## src/rtl/mbist_sched.sv

```systemverilog
// rtl/mbist_sched.sv - memory-BIST scheduler: register bank plus sequencer over per-memory BIST engines
module mbist_sched #(
    parameter int NUM_MEM        = 9,
    parameter int RST_CYCLES     = 4,
    parameter int TIMEOUT_CYCLES = 4096
) (
    input  logic               clock,
    input  logic               reset,
    input  logic               test_enable,
    input  logic               cpu_wr,
    input  logic [4:0]         cpu_addr,
    input  logic [7:0]         cpu_wdata,
    output logic [7:0]         cpu_rdata,
    input  logic [NUM_MEM-1:0] mbist_done,
    input  logic [NUM_MEM-1:0] mbist_fail,
    output logic               mbist_rst,
    output logic [NUM_MEM-1:0] mbist_start,
    output logic               busy,
    output logic               irq
);

    typedef enum logic [2:0] {S_IDLE, S_RST, S_RUN, S_GAP, S_FIN} state_t;

    localparam logic [15:0] VALID   = 16'((32'd1 << NUM_MEM) - 32'd1);
    localparam logic [15:0] RST_END = 16'(RST_CYCLES - 1);
    localparam logic [15:0] TMO_END = 16'(TIMEOUT_CYCLES - 1);

    state_t             r_state;
    logic [15:0]        r_mask, r_work, r_fail, r_tmo, r_cnt;
    logic [3:0]         r_idx;
    logic               r_done, r_any_fail, r_any_tmo, r_aborted;
    logic               r_busy, r_irq, r_rst;
    logic [NUM_MEM-1:0] r_start;
    logic [7:0]         r_rdata;

    logic [15:0] w_done16, w_fail16;
    logic        w_ctrl_wr, w_go, w_abort, w_first_found, w_next_found;
    logic [3:0]  w_first_idx, w_next_idx;

    assign w_done16  = 16'(mbist_done);
    assign w_fail16  = 16'(mbist_fail);
    assign w_ctrl_wr = cpu_wr && (cpu_addr == 5'h00);
    // Abort in the same write as go wins, so go requires the abort bit clear.
    assign w_go      = w_ctrl_wr && cpu_wdata[0] && !cpu_wdata[1] && test_enable;
    assign w_abort   = (w_ctrl_wr && cpu_wdata[1]) || !test_enable;

    // Descending scan so the lowest qualifying index is the one left standing.
    always_comb begin
        w_first_found = 1'b0;
        w_first_idx   = 4'd0;
        w_next_found  = 1'b0;
        w_next_idx    = 4'd0;
        for (int i = 15; i >= 0; i--) begin
            if (r_mask[i]) begin
                w_first_found = 1'b1;
                w_first_idx   = 4'(i);
            end
            if (r_work[i] && (i > int'(r_idx))) begin
                w_next_found = 1'b1;
                w_next_idx   = 4'(i);
            end
        end
    end

    always_ff @(posedge clock or negedge reset) begin
        if (!reset) begin
            r_state    <= S_IDLE;
            r_mask     <= '0;
            r_work     <= '0;
            r_fail     <= '0;
            r_tmo      <= '0;
            r_cnt      <= '0;
            r_idx      <= '0;
            r_done     <= 1'b0;
            r_any_fail <= 1'b0;
            r_any_tmo  <= 1'b0;
            r_aborted  <= 1'b0;
            r_busy     <= 1'b0;
            r_irq      <= 1'b0;
            r_rst      <= 1'b0;
            r_start    <= '0;
        end else begin
            if (cpu_wr && cpu_addr == 5'h01) r_mask[7:0]  <= cpu_wdata & VALID[7:0];
            if (cpu_wr && cpu_addr == 5'h02) r_mask[15:8] <= cpu_wdata & VALID[15:8];
            if (cpu_wr && cpu_addr == 5'h03) begin
                r_done     <= 1'b0;
                r_any_fail <= 1'b0;
                r_any_tmo  <= 1'b0;
                r_aborted  <= 1'b0;
                r_irq      <= 1'b0;
            end
            // Sequence-end updates below come later in the block, so they beat a STATUS write.
            if ((r_state == S_RST || r_state == S_RUN || r_state == S_GAP) && w_abort) begin
                r_state    <= S_FIN;
                r_rst      <= 1'b0;
                r_start    <= '0;
                r_busy     <= 1'b0;
                r_irq      <= 1'b1;
                r_done     <= 1'b1;
                r_aborted  <= 1'b1;
                r_any_fail <= |r_fail;
                r_any_tmo  <= |r_tmo;
                r_idx      <= '0;
            end else begin
                case (r_state)
                    S_IDLE: if (w_go) begin
                        r_work     <= r_mask;
                        r_fail     <= '0;
                        r_tmo      <= '0;
                        r_aborted  <= 1'b0;
                        r_any_fail <= 1'b0;
                        r_any_tmo  <= 1'b0;
                        if (w_first_found) begin
                            r_state <= S_RST;
                            r_idx   <= w_first_idx;
                            r_rst   <= 1'b1;
                            r_busy  <= 1'b1;
                            r_cnt   <= '0;
                            r_done  <= 1'b0;
                        end else begin
                            r_state <= S_FIN;
                            r_done  <= 1'b1;
                            r_irq   <= 1'b1;
                        end
                    end
                    S_RST: begin
                        if (r_cnt == RST_END) begin
                            r_state <= S_RUN;
                            r_rst   <= 1'b0;
                            r_start <= NUM_MEM'(1) << r_idx;
                            r_cnt   <= '0;
                        end else begin
                            r_cnt <= r_cnt + 16'd1;
                        end
                    end
                    S_RUN: begin
                        if (w_done16[r_idx]) begin
                            r_fail[r_idx] <= w_fail16[r_idx];
                            r_start       <= '0;
                            r_state       <= S_GAP;
                        end else if (r_cnt == TMO_END) begin
                            r_fail[r_idx] <= 1'b1;
                            r_tmo[r_idx]  <= 1'b1;
                            r_start       <= '0;
                            r_state       <= S_GAP;
                        end else begin
                            r_cnt <= r_cnt + 16'd1;
                        end
                    end
                    S_GAP: begin
                        if (w_next_found) begin
                            r_state <= S_RST;
                            r_idx   <= w_next_idx;
                            r_rst   <= 1'b1;
                            r_cnt   <= '0;
                        end else begin
                            r_state    <= S_FIN;
                            r_busy     <= 1'b0;
                            r_irq      <= 1'b1;
                            r_done     <= 1'b1;
                            r_any_fail <= |r_fail;
                            r_any_tmo  <= |r_tmo;
                            r_idx      <= '0;
                        end
                    end
                    S_FIN:   r_state <= S_IDLE;
                    default: r_state <= S_IDLE;
                endcase
            end
        end
    end

    always_ff @(posedge clock or negedge reset) begin
        if (!reset) begin
            r_rdata <= 8'h00;
        end else begin
            case (cpu_addr)
                5'h01:   r_rdata <= r_mask[7:0];
                5'h02:   r_rdata <= r_mask[15:8];
                5'h03:   r_rdata <= {3'b000, r_aborted, r_any_tmo, r_any_fail, r_done, r_busy};
                5'h04:   r_rdata <= r_fail[7:0];
                5'h05:   r_rdata <= r_fail[15:8];
                5'h06:   r_rdata <= r_tmo[7:0];
                5'h07:   r_rdata <= r_tmo[15:8];
                5'h08:   r_rdata <= {4'h0, r_idx};
                default: r_rdata <= 8'h00;
            endcase
        end
    end

    assign cpu_rdata   = r_rdata;
    assign mbist_rst   = r_rst;
    assign mbist_start = r_start;
    assign busy        = r_busy;
    assign irq         = r_irq;

endmodule

```

## config.mk

```make
export PLATFORM = sky130hd
export DESIGN_NAME = mbist_sched
export DESIGN_NICKNAME = d
export VERILOG_FILES = /design/src/rtl/mbist_sched.sv
export SDC_FILE = /design/constraint.sdc
export NUM_CORES = 1
export LEC_CHECK = 0
export ABC_AREA = 0
export BUFFER_PORTS_ARGS = -buffer_cell sky130_fd_sc_hd__buf_4
export CAP_MARGIN = 25
export CORE_MARGIN = 2
export CORE_UTILIZATION = 55
export CTS_CLUSTER_SIZE = 28
export DETAILED_ROUTE_END_ITERATION = 12
export PLACE_DENSITY = 0.87
export REMOVE_ABC_BUFFERS = 1
export SLEW_MARGIN = 20
export SYNTH_ARGS = -nofsm -noshare
export SYNTH_HDL_FRONTEND = slang
export SYNTH_SLANG_ARGS = --single-unit
```

## constraint.sdc

```tcl
create_clock -name clock -period 6.8 [get_ports clock]
set_input_delay 0.68 -clock clock [delete_from_list [all_inputs] [get_ports clock]]
set_output_delay 0.68 -clock clock [all_outputs]
set_load 0.01 [all_outputs]
```

# [Word-level counts from Yosys, hierarchy flattened]
# Index checks and enable logic that the tools add are counted.
[totals] regBits=97 input_bits=35 out_inout_bits=20 wordCells=208
[classes] add_sub_neg=1 magnitude_cmp=10 n_eq_ne=26 shifts=1 n_mux=109 bitwise=3 n_reduce_logical=41
[ops] op="16-bit 2-to-1 mux" n=11
[ops] op="4-bit 2-to-1 mux" n=21
[ops] op="16-bit case mux with 2 select lines" n=2
[ops] op="16-bit case mux with 4 select lines" n=1
[ops] op="8-bit case mux with 8 select lines" n=1
[ops] op="1-bit 2-to-1 mux" n=49
[ops] op="9-bit 2-to-1 mux" n=4
[ops] op="16-bit bitwise OR" n=2
[ops] op="16-bit OR reduction" n=2
[ops] op="3-bit 2-to-1 mux" n=7
[ops] op="5-bit by 3-bit equality test with 1-bit output (second input constant)" n=4
[ops] op="1-bit logical AND" n=18
[ops] op="9-bit case mux with 2 select lines" n=1
[ops] op="16-bit by 1-bit adder with 16-bit output (second input constant)" n=1
[ops] op="16-bit bitwise mux" n=1
[ops] op="16-bit by 12-bit equality test with 1-bit output (second input constant)" n=1
[ops] op="16-bit by 2-bit equality test with 1-bit output (second input constant)" n=1
[ops] op="3-bit by 4-bit greater-than comparator with 1-bit output (first input constant)" n=4
[ops] op="3-bit case mux with 4 select lines" n=1
[ops] op="3-bit AND reduction" n=4
[ops] op="5-bit by 2-bit equality test with 1-bit output (second input constant)" n=2
[ops] op="2-bit inequality test (second input constant)" n=5
[ops] op="1-bit case mux with 2 select lines" n=5
[ops] op="5-bit AND reduction" n=2
[ops] op="29 further kinds" n=41

# [Logic depth before layout (Yosys ltp)]
[depth] depth_word=13 mapped_depth=10 mapped_depth_nobuf=7

# [Least setup slack after synthesis]
# OpenSTA, ideal clock, no wires.
[synth_timing] path_kind="input to register" start="input port cpu_addr[2]" end="register r_tmo[13]" setup_ns=0.131 t_arrival_ns=2.396 required_ns=6.669 setup_slack_ns=4.274 stages=8 path_buffers=3 cell_sequence="buf_2 nor4b_2 nand4_1 or4_1 buf_1 buf_1 nand2_1 o31ai_2"
[synth_via] elab_chain_cells=7 elab_cells_between_ends=11 classes_between="eq/ne: 1; bitwise: 1; reduce/logical: 9"
[synth_lines] element="start, declared" line_no="11" text="input logic [4:0] cpu_addr,"
[synth_lines] element="5-bit zero test (*)" line_no="42" text="assign w_ctrl_wr = cpu_wr && (cpu_addr == 5'h00);"
[synth_lines] element="1-bit logical AND (*)" line_no="42"
[synth_lines] element="1-bit logical AND, on equally long branches" line_no="44, 45"
[synth_lines] element="1-bit logical AND / 1-bit logical OR (equally long branches)" line_no="44, 45"
[synth_lines] element="1-bit logical AND, on equally long branches" line_no="44, 93"
[synth_lines] element="2-bit inequality test (no line) / 1-bit NOT (equally long branches)"
[synth_lines] element="5-bit AND reduction (no line) (*)"
[synth_lines] element="end signal, assigned" line_no="71" text="r_tmo <= '0;"
[synth_lines] element="end signal, assigned" line_no="109" text="r_tmo <= '0;"
[synth_lines] element="end signal, assigned by index" line_no="143" text="r_tmo[r_idx] <= 1'b1;"
[synth_lines] element="end, declared" line_no="29" text="logic [15:0] r_mask, r_work, r_fail, r_tmo, r_cnt;"
# Every way passes the cells marked *; elsewhere a longest branch is shown, timed or not.
# A chain may end at the register's enable or synchronous reset.

# [Worst setup path after layout]
[layout_timing] start="register r_idx[3]" end="register r_fail[8]"
[layout_via] elab_chain_cells=8 elab_cells_between_ends=16 classes_between="order compare: 2; eq/ne: 1; mux: 10; bitwise: 1; reduce/logical: 2"
[layout_lines] element="start, declared" line_no="30" text="logic [3:0] r_idx;"
[layout_lines] element="start signal, assigned" line_no="115" text="r_idx <= w_first_idx;"
[layout_lines] element="start signal, assigned" line_no="153" text="r_idx <= w_next_idx;"
[layout_lines] element="4-bit by 5-bit < comparator with 1-bit output (not written as such) / 4-bit by 1-bit greater-or-equal comparator with 1-bit output (equally long branches)" line_no="138, 142"
[layout_lines] element="1-bit logical AND (not written as such)" line_no="138, 142"
[layout_lines] element="1-bit 2-to-1 mux (not written as such)" line_no="138, 142"
[layout_lines] element="1-bit demux with 4-bit select" line_no="138, 142"
[layout_lines] element="16-bit bitwise OR (no line)"
[layout_lines] element="16-bit 2-to-1 mux" line_no="141" text="end else if (r_cnt == TMO_END) begin"
[layout_lines] element="16-bit 2-to-1 mux" line_no="137" text="if (w_done16[r_idx]) begin"
[layout_lines] element="16-bit case mux with 2 select lines" line_no="105" text="case (r_state)"
[layout_lines] element="end signal, assigned by index" line_no="138" text="r_fail[r_idx] <= w_fail16[r_idx];"
[layout_lines] element="end, declared" line_no="29"
# Several ways; a longest one is shown, not always the timed one. The select of a mux whose other input is x is not followed.

==> flow_metrics.tcl <==
set metrics [dict create \
    vias 4892 \
    critPathArrivalTime_ns 3.59 \
    numCtsBuffers 9 \
    synth_warnings 0 \
    async_flop_share_pct 100 \
    synth-xor-area-share_pct 0 \
    port_buffers 54 \
    placedCellCount 699 \
    worstSkewPairLatency_ns 0.38 \
    ys_seq_elements 96 \
    totalPowerFinal_uw 1880 \
    fin_nets 618 \
    cap_violations 0 \
    min_path_type "primary input to asynchronous set/reset pin" \
    p_clk_share_pct 18.9 \
    seqPwrFrac_pct 44.1 \
    core_um2 9280 \
    cp-end-kind "register" \
    final_util_pct 63.7 \
    netlist_area_um2 5300 \
    stdcell_count 716 \
    status "finished clean" \
    die_w_um 102 \
    crit_required_ns 7.02 \
    area_delta_synth_final_pct 11.7 \
    tns_ns 0 \
    gp_congestion 0.943 \
    swShare_pct 43.7 \
    synth-edff-count 0 \
    ir_drop_mv 0.144 \
    pin_count 55 \
    fp.dieH_um 102 \
    dp_hpwl_um 10200 \
    grt_max_degree 76 \
    cts-htree-levels 3 \
    switching_power_uw 823 \
    viasPerCell 6.83 \
    rows 35 \
    synth_top_area_cell "dfrtp_1" \
    grtUsageTotal_pct 29.0 \
    worst_slew_margin_rel_pct 29.6 \
    yosysSeqAreaShare_pct 45.4 \
    rsz0062_at_grt "false" \
    antenna_found_initial 0 \
    rr_startpoint "r_idx[3]$_DFFE_PN0P_" \
    synth_compound_area_share_pct 24.0 \
    clk_path_buf_depth 2 \
    leakagePower_uw 0.00251 \
    ff2ff_path_depth 6 \
    synth_mux_area_share_pct 5.65 \
    combPwrFrac_pct 37.0 \
    synth-main-ff-cell "dfrtp_1" \
    max_freq_mhz 297 \
    synth_top_area_share_pct 45.4 \
    drt_first_pass_iters 7 \
    worst_clock_skew_ns 0.0155 \
    hold_violations 0 \
    first_iter_violations 554 \
    power_density_nw_per_um2 318 \
    cts_sinks 96 \
    clkTransAtPathRegs_ns 0.10 \
    reg2reg_to "r_fail[8]$_DFFE_PN0P_" \
    cts_setup_buffers 0 \
    syn_avg_cell_area_um2 9.79 \
    wl_per_cell_um 20.1 \
    synth_simple_gate_area_share_pct 20.6 \
    drive_gt1_share_pct 20.6 \
    synth_top_family_by_area "compound AO/OA/AOI/OAI gates" \
    synth.distinct_cells 73 \
    synthAdderAreaFrac_pct 0.236 \
    period_needed_ns 3.37 \
    path_max_fanout 25 \
    first_global_vias 4883 \
    synthTopCellsByArea "dfrtp_1 45%, mux2_2 3.6%, nand2_1 3.5%" \
    path_class "register to register" \
    cts_root_buf "clkbuf_8" \
    drc_errors 0 \
    initial_core_util_pct 57.0 \
    grt_pass1_wl_um 23700 \
    cts_tree "yes" \
    n_antenna_cell 0 \
    rrSetupSlack_ns 3.43 \
    slew_violations 0 \
    worstMarginPinSlew_ns 1.05 \
    totalWireLength_um 14400 \
    start_kind "register" \
    syn_inst 541 \
    ant_nets 0 \
    post-route-period-util_pct 49.5 \
    p_int_uw 1060 \
    die-area_um2 10400 \
    overflow 0 \
    ctsHoldBuffers 0 \
    setup_violations 0 \
    cts_resized 0 \
]
cell families after synthesis:
family | Yosys count
buffers and inverters | 45
adder cells (fa/ha/maj) | 1
flip-flops | 96
AND/OR/NAND/NOR | 203
multiplexers | 24
AO/OA/AOI/OAI | 172
cells in the mapped netlist (6+ instances only):
library cell and n:
a22o_1 11, inv_1 16, o21bai_1 6, and3_1 7, nand3_1 18, o2bb2ai_1 9, dfrtp_1 96, o21ai_0 32
nor3_1 12, nor2b_1 7, a21oi_1 24, nor2_1 41, o31ai_1 13, buf_2 9, or3_1 7, mux2_2 17
nand4_1 8, a22oi_1 23, clkbuf_1 8, or4_1 7, nor4_1 17, nand2_1 50
layout make-up:
cell class,count,area [µm²]
multi-input combinational,400,2680
fill,757,3370
sequential,96,2400
clock inverter,6,50.0
tap,129,161
inverter,17,63.8
clock buffer,10,128
timing repair buffer,58,433
power by group through the flow:
stage	clock network [µW]	registers [µW]	logic, µW
floorplan	0	803	445
global placement	0	828	655
CTS	358	821	688
detailed placement	0	830	680
global route	380	839	773
finish	356	830	697
routing by layer:
metal	vias up	global-route usage, %	wire, µm
li1	2161	-	-
met3	80	5.06	1190
met4	0	15.1	697
met1	2353	37.4	5630
met5	-	0	0
met2	298	47.0	6910
worst max-delay path by stage:
stage,slack (ns),from,endpoint
2_1_floorplan,4.04,r_idx[1]$_DFFE_PN0P_,r_tmo[12]$_DFFE_PN0P_
3_3_place_gp,3.64,cpu_addr[3],r_idx[2]$_DFFE_PN0P_
3_5_place_dp,3.57,cpu_addr[3],r_idx[3]$_DFFE_PN0P_
4_1_cts,3.59,r_idx[3]$_DFFE_PN0P_,r_fail[7]$_DFFE_PN0P_
5_1_grt,3.25,r_idx[3]$_DFFE_PN0P_,r_fail[8]$_DFFE_PN0P_
6_report,3.43,r_idx[3]$_DFFE_PN0P_,r_fail[8]$_DFFE_PN0P_
critical path, cell delays in order (launching register included):
cell	delay [ns]
dfrtp_1	0.92
nor4b_1	0.76
nand2_1	0.15
and4_1	0.36
a21boi_4	0.57
o21ai_0	0.27
o2bb2ai_1	0.19
per-stage QoR:
stage / hold slack [ns] / instance area (µm²) / setup WS, ns
floorplan: 0.384 / 5140 / 4.04
global placement: 0.470 / 5730 / 3.64
detailed placement: 0.469 / 5730 / 3.57
CTS: 0.182 / 5910 / 3.59
global route: 0.197 / 5920 / 3.25
finish: 0.172 / 5920 / 3.43
flip-flops by register name, summed over array words and instances, names as in the netlist:
register     flops
busy             1
cpu_rdata        8
irq              1
mbist_rst        1
mbist_start      9
r_aborted        1
r_any_fail       1
r_any_tmo        1
r_cnt           16
r_done           1
r_fail          16
r_idx            4
r_mask           9
r_state          3
r_tmo           16
r_work           8
placed cells by master (no fill, tap or decap), drive strengths merged, types with 5 or more instances in the layout:
cell type / n
a22oi: 23
a31oi: 5
nand3: 18
mux2: 17
dfrtp: 96
a222oi: 5
buf: 57
or4: 7
nor4: 19
inv: 21
o21ai: 35
o21bai: 6
o31ai: 18
clkbuf: 11
and3: 7
nand2: 51
o2bb2ai: 9
nor2: 41
or3: 7
nor3: 13
nor2b: 7
a22o: 11
o41ai: 5
a21oi: 25
nand4: 8
Power figures use the tool's default switching activity.
